**config.mk**
```make
export PLATFORM = sky130hd
export DESIGN_NAME = regfile_multiport_flat
export DESIGN_NICKNAME = d
export VERILOG_FILES = /design/src/rtl/regfile_multiport_if.sv /design/src/rtl/regfile_multiport.sv /design/src/flat_wrapper.sv
export SDC_FILE = /design/constraint.sdc
export NUM_CORES = 2
export LEC_CHECK = 0
export BUFFER_PORTS_ARGS = -buffer_cell sky130_fd_sc_hd__buf_2
export CORE_MARGIN = 2
export CORE_UTILIZATION = 45
export CTS_BUF_LIST = sky130_fd_sc_hd__clkbuf_4 sky130_fd_sc_hd__clkbuf_8 sky130_fd_sc_hd__clkbuf_16
export CTS_CLUSTER_SIZE = 12
export DETAILED_ROUTE_END_ITERATION = 8
export PLACE_DENSITY_LB_ADDON = 0.12
export SLEW_MARGIN = 20
export SYNTH_ARGS = -nofsm -noshare
export SYNTH_HDL_FRONTEND = slang
export SYNTH_SLANG_ARGS = --single-unit
```
**constraint.sdc**
```tcl
create_clock -name clk -period 8 [get_ports clk]
set_input_delay 1.6 -clock clk [delete_from_list [all_inputs] [get_ports clk]]
set_output_delay 1.6 -clock clk [all_outputs]
set_load 0.02 [all_outputs]
```
**src/rtl/regfile_multiport_if.sv**
```systemverilog
// regfile_multiport_if
//   Bus bundle for regfile_multiport: read ports, dual write ports,
//   reservation request and busy population count.
//   master: decode/writeback side (drives indices, writes, reserve)
//   slave : register file (drives readValue, readBusy, busyCount)
//   Parameters must match those of the regfile_multiport instance.
interface regfile_multiport_if #(
    parameter int unsigned DATA_WIDTH          = 32,
    parameter int unsigned REGISTER_NUMBER_LOG = 5,
    parameter int unsigned READ_PORTS          = 2
);
    logic [READ_PORTS*REGISTER_NUMBER_LOG-1:0] readIndex;
    logic [READ_PORTS*DATA_WIDTH-1:0]          readValue;
    logic [READ_PORTS-1:0]                     readBusy;
    logic [1:0]                                writeEnable;
    logic [2*REGISTER_NUMBER_LOG-1:0]          writeIndex;
    logic [2*DATA_WIDTH-1:0]                   writeValue;
    logic                                      reserveEnable;
    logic [REGISTER_NUMBER_LOG-1:0]            reserveIndex;
    logic [REGISTER_NUMBER_LOG:0]              busyCount;

    modport master (
        output readIndex, writeEnable, writeIndex, writeValue, reserveEnable, reserveIndex,
        input  readValue, readBusy, busyCount
    );

    modport slave (
        input  readIndex, writeEnable, writeIndex, writeValue, reserveEnable, reserveIndex,
        output readValue, readBusy, busyCount
    );
endinterface

```
**src/rtl/regfile_multiport.sv**
```systemverilog
// regfile_multiport
//   Multi-port register file with per-register busy (scoreboard) bits.
//   Reads are combinational; two write ports and one reservation port
//   update state on the rising edge of clk.
// Ports:
//   clk   - clock, all state updates on rising edge
//   reset - synchronous, active-high; clears storage, busy bits and busyCount
//   bus   - regfile_multiport_if.slave: readIndex/readValue/readBusy,
//           writeEnable/writeIndex/writeValue, reserveEnable/reserveIndex,
//           busyCount
// Optional feature:
//   REGFILE_BYPASS_EN - when defined, reads matching an enabled write port
//   in the same cycle forward that write data (port 1 has priority).
module regfile_multiport #(
    parameter int unsigned DATA_WIDTH          = 32,
    parameter int unsigned REGISTER_NUMBER_LOG = 5,
    parameter int unsigned READ_PORTS          = 2,
    parameter int unsigned ZERO_REG            = 1
) (
    input logic                clk,
    input logic                reset,
    regfile_multiport_if.slave bus
);
    localparam int unsigned Depth  = 2 ** REGISTER_NUMBER_LOG;
    localparam int unsigned CountW = REGISTER_NUMBER_LOG + 1;

    logic [DATA_WIDTH-1:0]          storage_q [Depth];
    logic [DATA_WIDTH-1:0]          storage_d [Depth];
    logic [Depth-1:0]               busy_q, busy_d;
    logic [CountW-1:0]              busy_count_q, busy_count_d;

    logic [REGISTER_NUMBER_LOG-1:0] wr_idx [2];
    logic [DATA_WIDTH-1:0]          wr_val [2];

    always_comb begin
        for (int unsigned w = 0; w < 2; w++) begin
            wr_idx[w] = bus.writeIndex[w*REGISTER_NUMBER_LOG +: REGISTER_NUMBER_LOG];
            wr_val[w] = bus.writeValue[w*DATA_WIDTH +: DATA_WIDTH];
        end
    end

    // Next state: port 0 then port 1 so port 1 wins a same-index conflict;
    // the reservation is applied last because it is the newer producer.
    always_comb begin
        storage_d = storage_q;
        busy_d    = busy_q;
        for (int unsigned w = 0; w < 2; w++) begin
            if (bus.writeEnable[w]) begin
                storage_d[wr_idx[w]] = wr_val[w];
                busy_d[wr_idx[w]]    = 1'b0;
            end
        end
        if (bus.reserveEnable) begin
            busy_d[bus.reserveIndex] = 1'b1;
        end
        if (ZERO_REG != 0) begin
            storage_d[0] = '0;
            busy_d[0]    = 1'b0;
        end
    end

    // Population count of the post-edge busy vector; bit 0 is already
    // forced clear when the zero register is enabled.
    always_comb begin
        busy_count_d = '0;
        for (int unsigned i = 0; i < Depth; i++) begin
            busy_count_d = busy_count_d + CountW'(busy_d[i]);
        end
    end

    always_ff @(posedge clk) begin
        if (reset) begin
            for (int unsigned i = 0; i < Depth; i++) begin
                storage_q[i] <= '0;
            end
            busy_q       <= '0;
            busy_count_q <= '0;
        end else begin
            storage_q    <= storage_d;
            busy_q       <= busy_d;
            busy_count_q <= busy_count_d;
        end
    end

    assign bus.busyCount = busy_count_q;

    // Read ports
    always_comb begin
        logic [REGISTER_NUMBER_LOG-1:0] idx;
        logic [DATA_WIDTH-1:0]          val;
        logic                           bsy;
        bus.readValue = '0;
        bus.readBusy  = '0;
        for (int unsigned p = 0; p < READ_PORTS; p++) begin
            idx = bus.readIndex[p*REGISTER_NUMBER_LOG +: REGISTER_NUMBER_LOG];
            val = storage_q[idx];
            bsy = busy_q[idx];
`ifdef REGFILE_BYPASS_EN
            for (int unsigned w = 0; w < 2; w++) begin
                if (bus.writeEnable[w] && (wr_idx[w] == idx)) begin
                    val = wr_val[w];
                    bsy = bus.reserveEnable && (bus.reserveIndex == idx);
                end
            end
`endif
            if ((ZERO_REG != 0) && (idx == '0)) begin
                val = '0;
                bsy = 1'b0;
            end
            bus.readValue[p*DATA_WIDTH +: DATA_WIDTH] = val;
            bus.readBusy[p]                           = bsy;
        end
    end
endmodule

```
**src/flat_wrapper.sv**
```systemverilog
// flat-port wrapper written by rule: the top's interface ports become plain ports
module regfile_multiport_flat 
#(
    parameter int unsigned DATA_WIDTH          = 32,
    parameter int unsigned REGISTER_NUMBER_LOG = 5,
    parameter int unsigned READ_PORTS          = 2,
    parameter int unsigned ZERO_REG            = 1
)
  (clk, reset, bus_readIndex, bus_writeEnable, bus_writeIndex, bus_writeValue, bus_reserveEnable, bus_reserveIndex, bus_readValue, bus_readBusy, bus_busyCount);
  regfile_multiport_if #(.DATA_WIDTH(DATA_WIDTH), .REGISTER_NUMBER_LOG(REGISTER_NUMBER_LOG), .READ_PORTS(READ_PORTS)) bus_i ();
  input logic clk;
  input logic reset;
  input wire logic [$bits(bus_i.readIndex)-1:0] bus_readIndex;
  input wire logic [$bits(bus_i.writeEnable)-1:0] bus_writeEnable;
  input wire logic [$bits(bus_i.writeIndex)-1:0] bus_writeIndex;
  input wire logic [$bits(bus_i.writeValue)-1:0] bus_writeValue;
  input wire logic [$bits(bus_i.reserveEnable)-1:0] bus_reserveEnable;
  input wire logic [$bits(bus_i.reserveIndex)-1:0] bus_reserveIndex;
  output wire logic [$bits(bus_i.readValue)-1:0] bus_readValue;
  output wire logic [$bits(bus_i.readBusy)-1:0] bus_readBusy;
  output wire logic [$bits(bus_i.busyCount)-1:0] bus_busyCount;
  assign bus_i.readIndex = bus_readIndex;
  assign bus_i.writeEnable = bus_writeEnable;
  assign bus_i.writeIndex = bus_writeIndex;
  assign bus_i.writeValue = bus_writeValue;
  assign bus_i.reserveEnable = bus_reserveEnable;
  assign bus_i.reserveIndex = bus_reserveIndex;
  assign bus_readValue = bus_i.readValue;
  assign bus_readBusy = bus_i.readBusy;
  assign bus_busyCount = bus_i.busyCount;
  regfile_multiport #(.DATA_WIDTH(DATA_WIDTH), .REGISTER_NUMBER_LOG(REGISTER_NUMBER_LOG), .READ_PORTS(READ_PORTS), .ZERO_REG(ZERO_REG)) u_core (.clk(clk), .reset(reset), .bus(bus_i));
endmodule
```
# --- Word-level counts from Yosys, hierarchy flattened ---
# Index checks and enable logic that the tools add are counted.
word_totals:
  reg_bits: 1030
  latch_bits: 0
  ram_bits: 0
  rom_bits: 0
  inputBits: 94
  output_inout_bits: 72
  memories: 0
op_classes:
  addsub: 30
  multipliers: 0
  div: 0
  magnitude_cmp: 14
  eq_ne: 0
  shifts: 0
  mux: 31
  n_bitwise: 9
  n_reduce_logical: 7
ops:
  columns: ["operator", "n"]
  rows:
  - ["$bwmux W1024", 2]
  - ["$mux W1024", 1]
  - ["$mux W992", 1]
  - ["$mux W32", 11]
  - ["$bmux W32 S5", 2]
  - ["$demux W32 S5", 2]
  - ["$add A6 B1 Y6", 29]
  - ["$and A32 B32 Y32", 2]
  - ["$not A32 Y32", 2]
  - ["$or A32 B32 Y32", 1]
  - ["$lt A5 B6 Y1 const B", 5]
  - ["$ge A6 B6 Y1 const B", 4]
  - ["$not A5 Y6", 4]
  - ["$demux W1 S5", 3]
  - ["$ge A5 B1 Y1 const B", 3]
  - ["$lt A6 B1 Y1 const B", 2]
  - ["$bmux W1 S5", 2]
  - ["$logic_not A5 Y1", 2]
  - ["$mux W1", 7]
  - ["$logic_and A1 B1 Y1", 5]
  - ["$add A1 B1 Y2", 1]

# --- Longest topological paths before layout ---
depth:
  word_depth: 41
  mapped_depth: 23

# --- Worst setup path before layout ---
# Ideal clock, no wire load.
synth_path:
  path_kind: "input -> register"
  startpoint: "input bus_writeIndex[4]"
  endpoint: "register u_core.busy_count_q[4] (netlist: u_core.bus.busyCount[4])"
  setup_ns: 0.128
  arrival_time_ns: 6.961
  required_ns: 7.872
  slack_ns: 0.912
  path_stages: 19
  cell_sequence: "buf_4 -> nor2_1 -> nand2_2 -> a32o_1 -> ha_1 -> inv_1 -> fa_1 -> fa_1 -> fa_1 -> fa_1 -> fa_1 -> inv_1 -> fa_1 -> ha_1 -> fa_1 -> a21o_1 -> a21oi_1 -> xor2_1 -> nor2_1"
synth_between:
  elab_chain_cells: 41
  word_cells_on_any_way: 42
synth_lines:
  columns: ["item", "line", "text"]
  rows:
  - ["from (decl)", "flat_wrapper.sv:15", "input wire logic [$bits(bus_i.writeIndex)-1:0] bus_writeIndex;"]
  - ["$lt A5 B6 Y1 (implied by the code) / $ge A5 B1 Y1 (equally long branches)", "regfile_multiport.sv:50", "busy_d[wr_idx[w]] = 1'b0;"]
  - ["$logic_and A1 B1 Y1 (implied by the code)", "regfile_multiport.sv:50", null]
  - ["$mux W1 (implied by the code)", "regfile_multiport.sv:50", null]
  - ["$demux W1 S5 (*)", null, null]
  - ["$not A32 Y32 (no line) (*)", null, null]
  - ["$and A32 B32 Y32 (no line) (*)", null, null]
  - ["$mux W32 (*)", "regfile_multiport.sv:48", "if (bus.writeEnable[w]) begin"]
  - ["$and A32 B32 Y32 (no line)", null, null]
  - ["$mux W32 (*)", "regfile_multiport.sv:48", null]
  - ["$or A32 B32 Y32 (no line)", null, null]
  - ["$mux W32 (*)", "regfile_multiport.sv:53", "if (bus.reserveEnable) begin"]
  - ["net u_core.busy_d[1]", "regfile_multiport.sv:29", "logic [Depth-1:0] busy_q, busy_d;"]
  - ["$add A1 B1 Y2 (*)", "regfile_multiport.sv:67", "busy_count_d = busy_count_d + CountW'(busy_d[i]);"]
  - ["$add A6 B1 Y6 (*) (29 in a row)", "regfile_multiport.sv:67", null]
  - ["to (signal assigned)", "regfile_multiport.sv:81", "busy_count_q <= busy_count_d;"]
  - ["to (decl)", "regfile_multiport.sv:30", "logic [CountW-1:0] busy_count_q, busy_count_d;"]
# The timed path passes the listed nets; every way through them passes the cells marked *.
# A chain may end at the register's enable or synchronous reset.

# --- Final worst setup path ---
layout_path:
  startpoint: "input bus_writeIndex[0]"
  endpoint: "register u_core.busy_count_q[4] (netlist: u_core.bus.busyCount[4])"
layout_between:
  word_cells_on_any_way: 42
layout_rtl:
  columns: ["item", "line"]
  rows:
  - ["$lt A5 B6 Y1 (implied by the code) / $ge A5 B1 Y1 (equally long branches)", "regfile_multiport.sv:50"]
  - ["$logic_and A1 B1 Y1 (implied by the code)", "regfile_multiport.sv:50"]
  - ["$mux W1 (implied by the code)", "regfile_multiport.sv:50"]
  - ["$demux W1 S5 (*)", null]
  - ["$not A32 Y32 (no line) (*)", null]
  - ["$and A32 B32 Y32 (no line) (*)", null]
  - ["$mux W32 (*)", "regfile_multiport.sv:48"]
  - ["$and A32 B32 Y32 (no line)", null]
  - ["$mux W32 (*)", "regfile_multiport.sv:48"]
  - ["$or A32 B32 Y32 (no line)", null]
  - ["$mux W32 (*)", "regfile_multiport.sv:53"]
  - ["net u_core.busy_d[17]", "regfile_multiport.sv:29"]
  - ["$add A6 B1 Y6 (*) (15 in a row)", "regfile_multiport.sv:67"]
# Marks and branches as above.

==> flow_summary.yaml <==
outcome:
  status: "finished clean"
synthesis:
  synth-simple-area-share_pct: 9.69
  avgSynthCellArea_um2: 9.39
  ys_seq_area_share_pct: 32.3
  synth_flop_cell: "dfxtp_1"
  synth_async_sr_flop_share_pct: 0
  ys_ff_latch: 1029
  yosys-mux-area-fraction_pct: 31.8
  synth_cell_types: 56
  synthXorXnorAreaFrac_pct: 0.0412
  yosysWarnings: 0
  syn-num-nets: 6922
  synth_top_family_by_area: "multiplexers"
  synthAdderAreaFrac_pct: 0.898
  syn-cell-area_um2: 63800
  synth-edff-count: 0
  synth-compound-area-share_pct: 17.9
  netlist_instances: 6796
clock_tree:
  clkSlewWorstSetupHoldPaths_ns: 0.06
  cts_root_buffer: "clkbuf_16"
  cts_setup_buffers: 0
  hold_buffers: 0
  htree_levels: 3
  cts_resized: 0
  numCtsBuffers: 121
  cts_tree: "built"
  clock_sinks: 1029
  cts_buffer_depth: 3
  clock_latency_ns: 0.76
drt:
  drc_errors: 0
  wl_per_cell_um: 32.7
  vias: 56700
  drtIter0Drc: 7659
  drt_pass1_iterations: 6
  ant_nets: 0
  wl_mm: 274
  viasPerCell: 6.77
cells_and_area:
  layout_commonest_cell: "mux2i_1"
  fin_util_pct: 48.7
  drive_gt1_share_pct: 13.3
  final_cell_mix: "1649 x mux2i_1, 1029 x dfxtp_1, 1026 x a211oi_1"
  nets: 6498
  syn_to_final_growth_pct: 7.62
flow_run:
  maxCapViolations: 0
power_and_ir_drop:
  power.internal_mw: 9.10
  sw_frac_of_total_pct: 28.5
  power_frac_clock_pct: 45.8
  power_density_nw_per_um2: 185
  combPwrFrac_pct: 12.5
  leakagePower_nw: 27.1
  p_seq_share_pct: 41.7
  peakVddDrop_uv: 160
  power_switching_mw: 3.63
global_routing:
  grt_pass1_vias: 52800
  grt_overflow_total: 0
  grt_pass1_wl_mm: 391
  antenna_found_initial: 23
  grt_max_degree: 200
  grt_use_total_pct: 36.3
worst_setup_path:
  cp_max_fo: 12
  crit_top_cell: "fa_1"
  reg2regPathDepth: 16
  crit_path_top_delay_cell: "fa_1"
  cp-end-kind: "register"
  cp-start-kind: "input pin"
  path_cells: "buf_2, and4bb_1, nand2_4, a32o_1, fa_1, fa_1, inv_1, fa_1, fa_1, fa_1, inv_1, fa_1, ha_1, fa_1, a21o_1, a21oi_1, xor2_1, nor2_1"
  slowest_delay_ns: 0.56
  worstPathRequired_ns: 8.63
  path_class: "in2reg"
  arrival_ns: 7.44
placement:
  dp_hpwl_mm: 154
  gp_congestion: 0.910
  io_buffers: 165
floorplan:
  core_area_um2: 141000
  initial_utilization_pct: 45.2
  fp.dieW_um: 381
  core.rowCount: 138
  design.die.area_um2: 145000
  ios: 166
  die_y_um: 381
sta:
  min_period_ns: 6.81
  max_slew_margin_pct: 15.5
  final.setup.tns_ns: 0
  fmax_ghz: 0.147
  finalSetupViolCount: 0
  hold_viol_final: 0
  rsz0062_at_grt: "no"
  slew_violations: 0
  finalCritPeriodShare_pct: 85.1
  tightest_slew_ns: 1.27
  clock_skew_ns: 0.0117
min_path:
  hold_depth: 2
  hold_path.class: "reg2reg"
-- power by group through the flow --
stage / Clock (mW) / Sequential, mW / Combinational (mW)
2_1_floorplan: 0 / 5.40 / 0.998
3_3_place_gp: 0 / 5.42 / 1.53
3_5_place_dp: 0 / 5.42 / 1.54
4_1_cts: 5.85 / 5.31 / 1.55
5_1_grt: 6.06 / 5.32 / 1.63
6_report: 5.83 / 5.31 / 1.59
-- cell families (layout without fill, tap and decap cells) --
| group | count (synthesis) | in the layout |
|---|---|---|
| mux | 1851 | 1851 |
| compound gates | 1551 | 1551 |
| simple gates | 1416 | 1416 |
| flops | 1029 | 1029 |
| buf+inv | 914 | 589 |
| fa+ha+maj | 32 | 32 |
| xor+xnor | 3 | 3 |
| other cells | 0 | 11 |
-- through the flow --
| step | total power, mW | instances | setup WS (ns) | hold WS (ns) | area [um2] |
|---|---|---|---|---|---|
| 6_report | 12.7 | 8372 | 1.19 | 0.570 | 68700 |
| 5_1_grt | 13.0 | 8365 | 0.956 | 0.584 | 68700 |
| 4_1_cts | 12.7 | 8361 | 1.22 | 0.569 | 68600 |
| 3_5_place_dp | 6.96 | 8139 | 0.442 | 0.552 | 64500 |
| 3_3_place_gp | 6.95 | 8137 | 0.463 | 0.545 | 64500 |
| 2_1_floorplan | 6.39 | 6796 | 0.912 | 0.530 | 63800 |
-- synthesized netlist by cell type (2+ instances only) --
cell type  count  area share [%]
mux2_2        67             1.2
a21o_1         2           0.024
a32oi_1       18            0.25
clkbuf_4       2           0.024
nor4_1        33            0.32
o22ai_1      261             2.6
ha_1           9            0.18
fa_1          23            0.72
clkbuf_1     518             3.0
nand4b_4       3            0.11
and3_1         4           0.039
a32o_1        13            0.20
buf_4        138             1.6
nand2b_1      10           0.098
nor2_4         8            0.14
mux2i_1     1649              26
and4b_1        3           0.047
and3b_1        8            0.11
and2_1        17            0.17
buf_6         52            0.92
buf_12         9            0.28
mux4_2       135             4.8
inv_1         28            0.16
or2_2          4           0.039
a22o_1        32            0.44
a22oi_1       64            0.75
xor2_1         2           0.027
nor3_4         4            0.10
nor3b_1        8           0.094
nor2_1      1020             6.0
nor2_2         4           0.039
nand2_1       60            0.35
a221o_1       65             1.0
and4bb_1       3           0.059
a31oi_1       32            0.31
dfxtp_1     1029              32
nand2_2       12            0.12
buf_1         38            0.22
nor2b_1       43            0.42
buf_8          2           0.047
a211oi_1    1026              12
nor3_1       165             1.3
a21oi_1       34            0.27
buf_2        127             1.0
-- layout make-up --
cell class                 instances  area (um2)
inverter                          28         105
timing repair buffer             339        2450
tap                             1890        2360
multi-input combinational       4853       39000
clock inverter                    34         354
fill                           13200       72400
clock buffer                     188        3780
sequential                      1029       20600
antenna                           11        27.5
-- final timing paths --
check                                   startpoint                                  to  slack (ns)
hold reg to reg   u_core.storage_q[548]$_SDFF_PP0_    u_core.storage_q[548]$_SDFF_PP0_        0.57
setup reg to reg       u_core.busy_q[1]$_SDFF_PP0_  u_core.bus.busyCount[4]$_SDFF_PP0_        2.64
hold / removal    u_core.storage_q[548]$_SDFF_PP0_    u_core.storage_q[548]$_SDFF_PP0_        0.57
setup / recovery                 bus_writeIndex[0]  u_core.bus.busyCount[4]$_SDFF_PP0_        1.19
-- registers in the layout, summed over array words and instances, names as in the netlist --
name and cells:
u_core.storage_q 992, u_core.busy_q 31, u_core.bus.busyCount 6
-- critical path, delay by kind of cell --
| kind | cells | cell delay (ns) |
|---|---|---|
| buf+inv | 3 | 0.41 |
| fa+ha+maj | 8 | 3.68 |
| simple gates | 3 | 0.87 |
| xor+xnor | 1 | 0.16 |
| compound gates | 3 | 0.71 |
-- per-layer routing --
layer	global-route usage (%)	up-vias	routed length [um]
met3	7.95	635	29200
li1	-	24700	-
met4	15.7	16	12100
met1	51.4	28100	117000
met5	0	-	101
met2	52.7	3310	115000
No activity file was read; power rests on OpenSTA's default activity.
